`src/rtl/alu_pkg.sv`:
```
// Shared types for the ALU issue stage: ALU control codes, opcode/funct
// encodings, the ID/EX control payload and the operand forwarding helper.
package alu_pkg;

    localparam int unsigned XLEN = 32;
    localparam int unsigned REGW = 5;

    typedef enum logic [2:0] {
        ALU_AND = 3'b000,
        ALU_OR  = 3'b001,
        ALU_ADD = 3'b010,
        ALU_SUB = 3'b110,
        ALU_SLT = 3'b111
    } alucont_t;

    localparam logic [5:0] OP_RTYPE = 6'h00;
    localparam logic [5:0] OP_BEQ   = 6'h04;
    localparam logic [5:0] OP_ADDI  = 6'h08;
    localparam logic [5:0] OP_SLTI  = 6'h0A;
    localparam logic [5:0] OP_ANDI  = 6'h0C;
    localparam logic [5:0] OP_ORI   = 6'h0D;
    localparam logic [5:0] OP_LW    = 6'h23;
    localparam logic [5:0] OP_SW    = 6'h2B;

    localparam logic [5:0] F_ADD  = 6'h20;
    localparam logic [5:0] F_ADDU = 6'h21;
    localparam logic [5:0] F_SUB  = 6'h22;
    localparam logic [5:0] F_SUBU = 6'h23;
    localparam logic [5:0] F_AND  = 6'h24;
    localparam logic [5:0] F_OR   = 6'h25;
    localparam logic [5:0] F_SLT  = 6'h2A;

    typedef struct packed {
        logic            regwrite;
        logic            memtoreg;
        logic            memwrite;
        logic            branch;
        logic            alusrc;
        alucont_t        alucont;
        logic [REGW-1:0] dst;
    } ex_ctrl_t;

    // Nearer producer (EX/MEM) wins over MEM/WB; register 0 never forwards.
    function automatic logic [XLEN-1:0] fwd_sel(
        input logic [REGW-1:0] src,
        input logic [XLEN-1:0] stored,
        input logic            near_we,
        input logic [REGW-1:0] near_dst,
        input logic [XLEN-1:0] near_val,
        input logic            far_we,
        input logic [REGW-1:0] far_dst,
        input logic [XLEN-1:0] far_val
    );
        if (near_we && (near_dst != '0) && (near_dst == src)) return near_val;
        if (far_we && (far_dst != '0) && (far_dst == src))    return far_val;
        return stored;
    endfunction

endpackage

```
`src/rtl/alu_decoder.sv`:
```
// Combinational instruction decoder.
//   instr   : instruction word in ID
//   ctrl    : control payload for ID/EX (all zero for bubbles/illegal)
//   imm     : sign- or zero-extended immediate
//   rs, rt  : source register fields
//   uses_rt : instruction reads rt as a register operand
//   illegal : unsupported opcode/funct (instr == 0 is a legal bubble)
module alu_decoder
    import alu_pkg::*;
(
    input  logic [XLEN-1:0] instr,
    output ex_ctrl_t        ctrl,
    output logic [XLEN-1:0] imm,
    output logic [REGW-1:0] rs,
    output logic [REGW-1:0] rt,
    output logic            uses_rt,
    output logic            illegal
);

    logic [5:0]      op;
    logic [5:0]      funct;
    logic [4:0]      shamt;
    logic [XLEN-1:0] sext;
    logic [XLEN-1:0] zext;

    assign op    = instr[31:26];
    assign funct = instr[5:0];
    assign shamt = instr[10:6];
    assign rs    = instr[25:21];
    assign rt    = instr[20:16];
    assign sext  = {{16{instr[15]}}, instr[15:0]};
    assign zext  = {16'h0000, instr[15:0]};

    // Decode table; illegal encodings collapse to a bubble payload.
    always_comb begin
        ctrl    = '0;
        imm     = '0;
        uses_rt = 1'b0;
        illegal = 1'b0;
        if (instr != '0) begin
            case (op)
                OP_RTYPE: begin
                    ctrl.regwrite = 1'b1;
                    ctrl.dst      = instr[15:11];
                    uses_rt       = 1'b1;
                    case (funct)
                        F_ADD, F_ADDU: ctrl.alucont = ALU_ADD;
                        F_SUB, F_SUBU: ctrl.alucont = ALU_SUB;
                        F_AND:         ctrl.alucont = ALU_AND;
                        F_OR:          ctrl.alucont = ALU_OR;
                        F_SLT:         ctrl.alucont = ALU_SLT;
                        default:       illegal      = 1'b1;
                    endcase
                    if (shamt != '0) illegal = 1'b1;
                end
                OP_LW: begin
                    ctrl.regwrite = 1'b1;
                    ctrl.memtoreg = 1'b1;
                    ctrl.alusrc   = 1'b1;
                    ctrl.alucont  = ALU_ADD;
                    ctrl.dst      = rt;
                    imm           = sext;
                end
                OP_SW: begin
                    ctrl.memwrite = 1'b1;
                    ctrl.alusrc   = 1'b1;
                    ctrl.alucont  = ALU_ADD;
                    imm           = sext;
                    uses_rt       = 1'b1;
                end
                OP_ADDI, OP_SLTI: begin
                    ctrl.regwrite = 1'b1;
                    ctrl.alusrc   = 1'b1;
                    ctrl.alucont  = (op == OP_ADDI) ? ALU_ADD : ALU_SLT;
                    ctrl.dst      = rt;
                    imm           = sext;
                end
                OP_ANDI, OP_ORI: begin
                    ctrl.regwrite = 1'b1;
                    ctrl.alusrc   = 1'b1;
                    ctrl.alucont  = (op == OP_ANDI) ? ALU_AND : ALU_OR;
                    ctrl.dst      = rt;
                    imm           = zext;
                end
                OP_BEQ: begin
                    ctrl.branch  = 1'b1;
                    ctrl.alucont = ALU_SUB;
                    imm          = sext;
                    uses_rt      = 1'b1;
                end
                default: illegal = 1'b1;
            endcase
            if (illegal) begin
                ctrl    = '0;
                imm     = '0;
                uses_rt = 1'b0;
            end
        end
    end

endmodule

```
`src/rtl/alu_issue_stage.sv`:
```
// ALU issue stage: decode in ID, ID/EX pipeline register, load-use/stall/
// flush handling and EX-side operand forwarding.
//   id_*            : ID instruction and register-file data; id_ready = consumed
//   ex_stall/flush  : downstream hold / kill of ID/EX and the ID instruction
//   exmem_*/memwb_* : forwarding sources one/two instructions ahead
//   ex_*            : EX-stage control and forwarded operands
//   illegal_instr   : one-cycle pulse when an unsupported encoding is accepted
module alu_issue_stage
    import alu_pkg::*;
(
    input  logic            clk,
    input  logic            reset,
    input  logic            id_valid,
    input  logic [XLEN-1:0] id_instr,
    input  logic [XLEN-1:0] id_rd1,
    input  logic [XLEN-1:0] id_rd2,
    output logic            id_ready,
    input  logic            ex_stall,
    input  logic            ex_flush,
    input  logic            exmem_regwrite,
    input  logic [REGW-1:0] exmem_dst,
    input  logic [XLEN-1:0] exmem_result,
    input  logic            memwb_regwrite,
    input  logic [REGW-1:0] memwb_dst,
    input  logic [XLEN-1:0] memwb_result,
    output logic            ex_valid,
    output logic [2:0]      ex_alucont,
    output logic [XLEN-1:0] ex_a,
    output logic [XLEN-1:0] ex_b,
    output logic [XLEN-1:0] ex_store_data,
    output logic [REGW-1:0] ex_dst,
    output logic            ex_regwrite,
    output logic            ex_memtoreg,
    output logic            ex_memwrite,
    output logic            ex_branch,
    output logic            illegal_instr
);

    ex_ctrl_t        dec_ctrl;
    logic [XLEN-1:0] dec_imm;
    logic [REGW-1:0] dec_rs;
    logic [REGW-1:0] dec_rt;
    logic            dec_uses_rt;
    logic            dec_illegal;

    ex_ctrl_t        ctrl_q;
    logic [REGW-1:0] rs_q;
    logic [REGW-1:0] rt_q;
    logic [XLEN-1:0] opa_q;
    logic [XLEN-1:0] opb_q;
    logic [XLEN-1:0] imm_q;

    logic            load_use;
    logic            accept;
    logic            id_live;
    logic [XLEN-1:0] cap_a;
    logic [XLEN-1:0] cap_b;
    logic [XLEN-1:0] rt_fwd;

    alu_decoder u_dec (
        .instr   (id_instr),
        .ctrl    (dec_ctrl),
        .imm     (dec_imm),
        .rs      (dec_rs),
        .rt      (dec_rt),
        .uses_rt (dec_uses_rt),
        .illegal (dec_illegal)
    );

    // A load in EX whose result the ID instruction needs cannot be forwarded in time.
    assign load_use = ex_valid && ctrl_q.memtoreg && (ctrl_q.dst != '0) &&
                      ((ctrl_q.dst == dec_rs) || (dec_uses_rt && (ctrl_q.dst == dec_rt)));
    assign accept   = !ex_flush && !ex_stall && !load_use;
    assign id_ready = !reset && (ex_flush || accept);
    assign id_live  = id_valid && !dec_illegal && (id_instr != '0);

    // Register-file write happening this cycle is not yet visible in id_rd1/id_rd2.
    assign cap_a = fwd_sel(dec_rs, id_rd1, 1'b0, '0, '0, memwb_regwrite, memwb_dst, memwb_result);
    assign cap_b = fwd_sel(dec_rt, id_rd2, 1'b0, '0, '0, memwb_regwrite, memwb_dst, memwb_result);

    // ID/EX register: flush > stall (hold) > load-use/idle bubble > capture.
    always_ff @(posedge clk) begin
        if (reset) begin
            ex_valid      <= 1'b0;
            ctrl_q        <= '0;
            rs_q          <= '0;
            rt_q          <= '0;
            opa_q         <= '0;
            opb_q         <= '0;
            imm_q         <= '0;
            illegal_instr <= 1'b0;
        end else begin
            illegal_instr <= accept && id_valid && dec_illegal;
            if (!ex_flush && ex_stall) begin
                ex_valid <= ex_valid;
            end else if (accept && id_live) begin
                ex_valid <= 1'b1;
                ctrl_q   <= dec_ctrl;
                rs_q     <= dec_rs;
                rt_q     <= dec_rt;
                opa_q    <= cap_a;
                opb_q    <= cap_b;
                imm_q    <= dec_imm;
            end else begin
                ex_valid <= 1'b0;
                ctrl_q   <= '0;
                rs_q     <= '0;
                rt_q     <= '0;
                opa_q    <= '0;
                opb_q    <= '0;
                imm_q    <= '0;
            end
        end
    end

    // EX operand forwarding.
    assign ex_a   = fwd_sel(rs_q, opa_q, exmem_regwrite, exmem_dst, exmem_result,
                            memwb_regwrite, memwb_dst, memwb_result);
    assign rt_fwd = fwd_sel(rt_q, opb_q, exmem_regwrite, exmem_dst, exmem_result,
                            memwb_regwrite, memwb_dst, memwb_result);
    assign ex_b          = ctrl_q.alusrc ? imm_q : rt_fwd;
    assign ex_store_data = rt_fwd;

    assign ex_alucont  = 3'(ctrl_q.alucont);
    assign ex_dst      = ctrl_q.dst;
    assign ex_regwrite = ctrl_q.regwrite;
    assign ex_memtoreg = ctrl_q.memtoreg;
    assign ex_memwrite = ctrl_q.memwrite;
    assign ex_branch   = ctrl_q.branch;

endmodule

```
`config.mk`:
```
export PLATFORM = sky130hd
export DESIGN_NAME = alu_issue_stage
export DESIGN_NICKNAME = d
export VERILOG_FILES = /design/src/rtl/alu_pkg.sv /design/src/rtl/alu_decoder.sv /design/src/rtl/alu_issue_stage.sv
export SDC_FILE = /design/constraint.sdc
export NUM_CORES = 1
export LEC_CHECK = 0
export CORE_AREA = 2 2 147 149
export DETAILED_ROUTE_END_ITERATION = 10
export DIE_AREA = 0 0 149 151
export MAX_ROUTING_LAYER = met4
export PLACE_DENSITY_LB_ADDON = 0.12
export SYNTH_ARGS = -nofsm -noshare
export SYNTH_HDL_FRONTEND = slang
export SYNTH_SLANG_ARGS = --single-unit
export TNS_END_PERCENT = 20
```
`constraint.sdc`:
```
create_clock -name clk -period 4.65 [get_ports clk]
set_clock_uncertainty 0.2 [all_clocks]
set_input_delay 0.6975 -clock clk [delete_from_list [all_inputs] [get_ports clk]]
set_output_delay 0.6975 -clock clk [all_outputs]
set_load 0.01 [all_outputs]
```
==> impl_metrics.py, run 1 <==
metrics = {
    "run_status": {
        "status": "complete, no violations",
    },
    "min_path": {
        "min_path_cells": 2,
        "min_path_type": "reg -> reg",
    },
    "synth": {
        "synth.largest_area_cell": "dfxtp_1",
        "ys_seq_area_share_pct": 32.3,
        "synth_top_cell_area_share_pct": 32.3,
        "synth.area.top_cells": "dfxtp_1 (32%), mux2i_1 (15%), nand2_1 (10%), mux2_2 (5.5%), o21ai_1 (4.6%)",
        "synth_fp_nets": 993,
        "synth.yosys.warnings": 0,
        "synth_cells": 816,
        "yosysUniqueCellTypes": 49,
        "synth_seq_cells": 106,
        "avgSynthCellArea_um2": 8.06,
        "syn_area_um2": 6570,
    },
    "timing": {
        "hold_violations": 0,
        "setup-tns-final_ns": 0,
        "layout_min_cycle_time_ns": 4.41,
        "worst_slack_ns": 0.244,
        "relSlewSlack_pct": 29.0,
        "fin_crit_sh_pct": 94.8,
        "rsz0062_at_grt": "false",
        "setup_viol": 0,
        "slew_viol_final": 0,
        "clock.fmax_mhz": 227,
        "tightest_slew_ns": 1.06,
    },
    "floorplan": {
        "fp.dieW_um": 149,
        "ios": 288,
        "die_h_um": 151,
        "core_area_um2": 20800,
        "die_area_um2": 22500,
        "num_rows": 53,
        "initial_core_util_pct": 31.6,
    },
    "critical_path": {
        "reg2reg_depth": 7,
        "path_max_fanout": 64,
        "worstPathRequired_ns": 3.75,
        "crit_type": "in -> out",
        "critPathLaunchType": "input port",
        "worst_setup_path_end_kind": "output pin",
        "crit_arrival_ns": 3.51,
    },
    "grt": {
        "grt_usage_pct": 22.8,
        "first_global_vias": 6686,
        "grt_max_degree": 65,
        "gr-total-overflow": 0,
        "antenna_found_initial": 0,
        "grt_pass1_wl_mm": 38.6,
    },
    "clock_network": {
        "cts.clk_slew.worst_paths_ns": 0.07,
        "cts_repair_resize_count": 0,
        "cts_tree": "yes",
        "hold_buffers": 0,
        "htreeDepth": 3,
        "clockBufferDepth": 2,
        "clock_sinks": 106,
        "clockRootBuffer": "clkbuf_16",
        "cts_setup_buffers": 0,
        "cts_buffers": 9,
        "clkLatencyLatePin_ns": 0.37,
    },
    "detailed_routing": {
        "first_iter_violations": 309,
        "vias_per_cell": 5.04,
        "wire_per_inst_um": 18.9,
        "drc": 0,
        "num_vias": 6825,
        "routed_wirelength_mm": 25.7,
        "dr.pass1.iters": 5,
        "drtAntennaViolNets": 0,
    },
    "final_layout": {
        "final-seq-area_um2": 2120,
        "drive_gt1_share_pct": 9.44,
        "finalNetCount": 1252,
        "final_util_pct": 48.3,
        "diodes": 0,
        "fillCellCount": 2109,
        "multi_input_area_um2": 4120,
        "syn_to_final_growth_pct": 52.9,
    },
    "pwr": {
        "leakagePower_uw": 0.00337,
        "power_density_nw_per_um2": 202,
        "ir_drop_v": 0.000159,
        "power.total_uw": 2030,
    },
    "placed_design": {
        "dp_slack_ns": 0.253,
        "gp_congestion": 0.839,
        "dp_hpwl_mm": 19.2,
        "portBuffers": 287,
    },
    "job": {
        "maxCapViolCount": 0,
    },
}
-- critical path, stage by stage --
cell	delay, ns
clkdlybuf4s50_1	0.46
or4_1	0.52
o21ai_0	0.24
or4_2	0.20
buf_12	0.25
nor2_1	0.07
a31oi_1	0.26
mux2_2	0.21
clkdlybuf4s50_1	0.53
-- worst paths after layout --
kind	slack [ns]	end	from
setup / recovery	0.24	ex_b[22]	exmem_dst[1]
hold / removal	0.25	opa_q[21]	opa_q[21]
setup reg to reg	1.63	opb_q[2]	ex_dst[1]
hold reg to reg	0.25	opa_q[21]	opa_q[21]
-- where the power goes --
group,switching [µW],total (µW),leakage [µW],internal [µW]
registers,2.30,913,0.000854,910
logic,157,378,0.00238,221
clock network,364,743,0.000137,379
-- cells by family (layout without fill, tap and decap cells) --
family / count (synthesis) / count (layout) / synth area share (%)
and+or+nand+nor: 269 / 269 / 18.2
muxes: 128 / 128 / 20.1
xor gates and xnor gates: 40 / 40 / 5.33
AOI/OAI and AO/OA: 198 / 198 / 18.4
buffers and inverters: 75 / 339 / 5.69
DFF: 106 / 106 / 32.3
-- Yosys cell counts, drive strengths merged --
| cell | count |
|---|---|
| a211oi | 2 |
| o21a | 1 |
| nor2 | 42 |
| nor3 | 2 |
| a22o | 27 |
| mux2 | 32 |
| dfxtp | 106 |
| o22a | 1 |
| xnor2 | 23 |
| nand4b | 1 |
| or4 | 9 |
| a21boi | 1 |
| a22oi | 5 |
| nor4 | 13 |
| nand2 | 175 |
| nor4b | 3 |
| clkbuf | 46 |
| inv | 2 |
| mux2i | 96 |
| nor3b | 1 |
| nand3 | 9 |
| a2111oi | 1 |
| o211ai | 1 |
| xor2 | 17 |
| a31oi | 34 |
| a21o | 1 |
| nor4bb | 1 |
| buf | 27 |
| o31ai | 1 |
| nand4 | 2 |
| a221oi | 1 |
| a211o | 1 |
| nor2b | 3 |
| or2 | 1 |
| and4b | 1 |
| a21oi | 8 |
| o21ai | 110 |
| nand2b | 4 |
| or3 | 1 |
| a32o | 3 |
| and3 | 1 |
-- layout by cell type (no fill, tap or decap), drive strengths merged, types with 2 or more instances in the layout --
| cell | Yosys | layout |
|---|---|---|
| clkdlybuf4s50 | 0 | 287 |
| nand2 | 175 | 175 |
| o21ai | 110 | 110 |
| dfxtp | 106 | 106 |
| mux2i | 96 | 96 |
| nor2 | 42 | 42 |
| a31oi | 34 | 34 |
| buf | 27 | 34 |
| mux2 | 32 | 32 |
| a22o | 27 | 27 |
| xnor2 | 23 | 23 |
| xor2 | 17 | 17 |
| nor4 | 13 | 13 |
| clkbuf | 46 | 12 |
| nand3 | 9 | 9 |
| or4 | 9 | 9 |
| a21oi | 8 | 8 |
| a22oi | 5 | 5 |
| nand2b | 4 | 4 |
| clkinv | 0 | 4 |
| nor2b | 3 | 3 |
| a32o | 3 | 3 |
| nor4b | 3 | 3 |
| inv | 2 | 2 |
| a211oi | 2 | 2 |
| nor3 | 2 | 2 |
| nand4 | 2 | 2 |
-- flip-flops by register name (all words and copies together) (netlist names) --
name           count
ctrl_q             1
ex_alucont         3
ex_branch          1
ex_dst             5
ex_memtoreg        1
ex_memwrite        1
ex_regwrite        1
ex_valid           1
illegal_instr      1
imm_q             17
opa_q             32
opb_q             32
rs_q               5
rt_q               5
-- final cells by class --
| cell class | instances | share of cell area, % |
|---|---|---|
| flip-flops and latches | 106 | 21.1 |
| well taps | 275 | 3.42 |
| inverters | 2 | 0.0747 |
| clock inverters | 4 | 0.274 |
| multi-input cells | 635 | 41.0 |
| clock buffers | 12 | 2.45 |
| repair buffers | 321 | 31.6 |
-- stage by stage --
step / cells / hold slack [ns] / instance area, µm²
after floorplan: 816 / 0.224 / 6570
after detailed placement: 1339 / 0.240 / 9770
after global placement: 1339 / 0.234 / 9770
final: 1355 / 0.247 / 10000
after global routing: 1355 / 0.263 / 10000
after CTS: 1355 / 0.250 / 10000
-- per-layer routing --
metal | up-vias | routed length [µm] | track usage (%)
met4 | 0 | 415 | 5.67
met2 | 213 | 12200 | 37.6
met5 | - | 0 | -
li1 | 3398 | - | -
met1 | 3193 | 11400 | 28.9
met3 | 21 | 1630 | 4.49
(Power assumes the default switching activity.)
==> run 2: changes to the inputs <==
Settings changed: CORE_AREA 2 2 147 149 to 2 2 164 166, DIE_AREA 0 0 149 151 to 0 0 166 168, SYNTH_HIERARCHICAL set to 1.
==> impl_metrics.py, run 2 <==
metrics = {
    "run_status": {
        "status": "complete, no violations",
    },
    "detailed_routing": {
        "drtAntennaViolNets": 0,
        "drc": 0,
        "routed_wirelength_mm": 31.5,
        "first_iter_violations": 486,
        "wire_per_inst_um": 20.3,
        "vias_per_cell": 5.21,
        "dr.pass1.iters": 5,
        "num_vias": 8103,
    },
    "timing": {
        "slew_viol_final": 0,
        "setup-tns-final_ns": 0,
        "layout_min_cycle_time_ns": 4.40,
        "clock.fmax_mhz": 227,
        "hold_violations": 0,
        "rsz0062_at_grt": "false",
        "relSlewSlack_pct": 36.3,
        "setup_viol": 0,
        "tightest_slew_ns": 0.955,
        "fin_crit_sh_pct": 94.6,
    },
    "critical_path": {
        "path_buf_inv": 3,
        "reg2reg_depth": 5,
        "worst-path-stages": 7,
        "worstPathRequired_ns": 3.75,
        "slowest_stage": "clkdlybuf4s50_1",
        "critPathLaunchType": "input port",
        "worst_setup_path_end_kind": "output pin",
        "r2r-end": "imm_q[27]",
        "critPathMaxStageDelay_ns": 0.58,
        "crit_end": "ex_a[28]",
        "path_max_fanout": 33,
        "reg2reg_from": "ex_dst[0]",
        "path_cells": "clkdlybuf4s50_1 > or4_1 > o21a_1 > and4_2 > buf_4 > o21ai_1 > clkdlybuf4s50_1",
        "setup.worst_path.start": "exmem_dst[1]",
        "cp_top_family": "buffers and inverters",
        "crit_arrival_ns": 3.50,
        "r2r_setup_slack_ns": 2.28,
        "path_common_cell": "clkdlybuf4s50_1",
        "crit_type": "in -> out",
    },
    "clock_network": {
        "cts_setup_buffers": 0,
        "clkLatencyLatePin_ns": 0.42,
        "cts_tree": "yes",
        "cts.clk_slew.worst_paths_ns": 0.06,
        "cts_repair_resize_count": 0,
        "clock_sinks": 121,
        "clockRootBuffer": "clkbuf_16",
        "hold_buffers": 0,
        "clockBufferDepth": 2,
        "htreeDepth": 4,
        "cts_buffers": 17,
    },
    "pwr": {
        "power.total_uw": 2950,
        "leakagePower_uw": 0.00421,
        "ir_drop_v": 0.000154,
        "power_density_nw_per_um2": 248,
    },
    "floorplan": {
        "num_rows": 60,
        "ios": 288,
        "core_area_um2": 26400,
        "fp.dieW_um": 166,
        "die_h_um": 168,
        "initial_core_util_pct": 31.4,
        "die_area_um2": 27900,
    },
    "grt": {
        "antenna_found_initial": 3,
        "grt_max_degree": 121,
        "grt_usage_pct": 22.9,
        "first_global_vias": 8085,
        "grt_pass1_wl_mm": 48.7,
        "gr-total-overflow": 0,
    },
    "synth": {
        "synth_cells": 969,
        "synth.area.top_cells": "dfxtp_1 (29%), mux2i_1 (12%), nand2_1 (6.0%), a22o_1 (5.8%), a221oi_2 (5.4%)",
        "avgSynthCellArea_um2": 8.54,
        "synth.largest_area_cell": "dfxtp_1",
        "synth.most_common_cell": "nand2_1",
        "synth_top_cell_area_share_pct": 29.3,
        "synth_commonest_cells": "nand2_1 (132), dfxtp_1 (121), mux2i_1 (96), o21ai_1 (89), nor2_1 (82)",
        "synth-edff-count": 0,
        "ys_seq_area_share_pct": 29.3,
        "synth_seq_cells": 121,
        "synthFlopType": "dfxtp_1",
        "synth_fp_nets": 1146,
        "yosysUniqueCellTypes": 61,
        "synth.yosys.warnings": 6,
        "syn_area_um2": 8270,
        "synthArstFlopShare_pct": 0,
    },
    "final_layout": {
        "syn_to_final_growth_pct": 43.7,
        "finalNetCount": 1377,
        "mostFrequentLayoutCell": "clkdlybuf4s50_1",
        "final_cell_mix": "clkdlybuf4s50_1 (287), nand2_1 (132), dfxtp_1 (120), mux2i_1 (96), o21ai_1 (88)",
        "largestRegisters": "imm_q x32, opa_q x32, opb_q x32",
        "drive_gt1_share_pct": 13.0,
        "final_util_pct": 45.1,
        "fillCellCount": 2620,
    },
    "placed_design": {
        "gp_congestion": 0.870,
        "portBuffers": 287,
        "dp_hpwl_mm": 22.7,
    },
    "min_path": {
        "min_path_type": "reg -> reg",
    },
    "job": {
        "maxCapViolCount": 0,
    },
}
run 2: cell types whose count changed in the layout (fill, tap and decap cells not counted), sizes merged, moves of 28 or more:
cell / before / now
a31oi: 34 / 1
mux2: 32 / 1
nor2: 42 / 82
o31ai: 1 / 32
nand2: 175 / 132
a22o: 27 / 55
and3: 1 / 35
a221oi: 1 / 33
run 2: cell type report:
class / count / area, µm² / share of cell area (%)
clock inverter: 11 / 169 / 1.42
inverter: 6 / 22.5 / 0.190
antenna: 3 / 7.51 / 0.0632
timing repair buffer: 328 / 3240 / 27.3
multi-input combinational: 726 / 5120 / 43.1
sequential: 121 / 2430 / 20.4
tap: 341 / 427 / 3.59
clock buffer: 20 / 467 / 3.93
run 2: how the worst min path moves through the flow:
stage	startpoint	to	slack [ns]	cells past startpoint
after floorplan	opa_q[0]	opa_q[0]	0.22	2
after global placement	opa_q[17]	opa_q[17]	0.23	2
after detailed placement	opa_q[24]	opa_q[24]	0.24	2
after CTS	opa_q[12]	opa_q[12]	0.25	2
after global routing	opa_q[9]	opa_q[9]	0.26	2
final	opa_q[31]	opa_q[31]	0.24	2
run 2: worst register-to-register path, delay by kind of cell (launching register included):
family,cells,cell delay (ns)
buf+inv,1,0.34
simple gates,1,0.56
compound gates,3,0.84
flops,1,0.37
run 2: through the flow:
| stage | hold WS (ns) | cells | setup WS [ns] | area [µm²] |
|---|---|---|---|---|
| 5_1_grt | 0.264 | 1556 | 0.0463 | 11900 |
| 2_1_floorplan | 0.224 | 969 | 1.24 | 8270 |
| 6_report | 0.245 | 1556 | 0.253 | 11900 |
| 3_3_place_gp | 0.235 | 1522 | 0.223 | 11200 |
| 4_1_cts | 0.248 | 1553 | 0.244 | 11900 |
| 3_5_place_dp | 0.240 | 1522 | 0.248 | 11200 |
run 2: report_power, final:
part	switching [µW]	leakage (µW)	internal, µW
Clock	515	0.000301	937
Sequential	2.83	0.000975	1040
Combinational	212	0.00293	240
run 2: metal layers:
metal / part of all wire, % / wire length, µm / vias to the layer above / track usage (%)
li1: - / - / 3955 / -
met2: 47 / 14900 / 263 / 36.9
met3: 4.5 / 1420 / 44 / 4.16
met1: 46 / 14400 / 3841 / 29.0
met4: 2.6 / 813 / 0 / 8.13
met5: 0 / 0 / - / -
run 2: logic make-up (layout without fill, tap and decap cells):
kind of cell           count (synthesis)  count (layout)  share of synthesized area (%)
AND/OR/NAND/NOR                      325             325                           19.3
AO/OA/AOI/OAI                        264             264                           26.2
buffers and inverters                122             365                           9.21
flip-flops                           121             121                           29.3
multiplexers                          97              97                           11.8
XOR/XNOR                              40              40                           4.24
other                                  0               3                              0
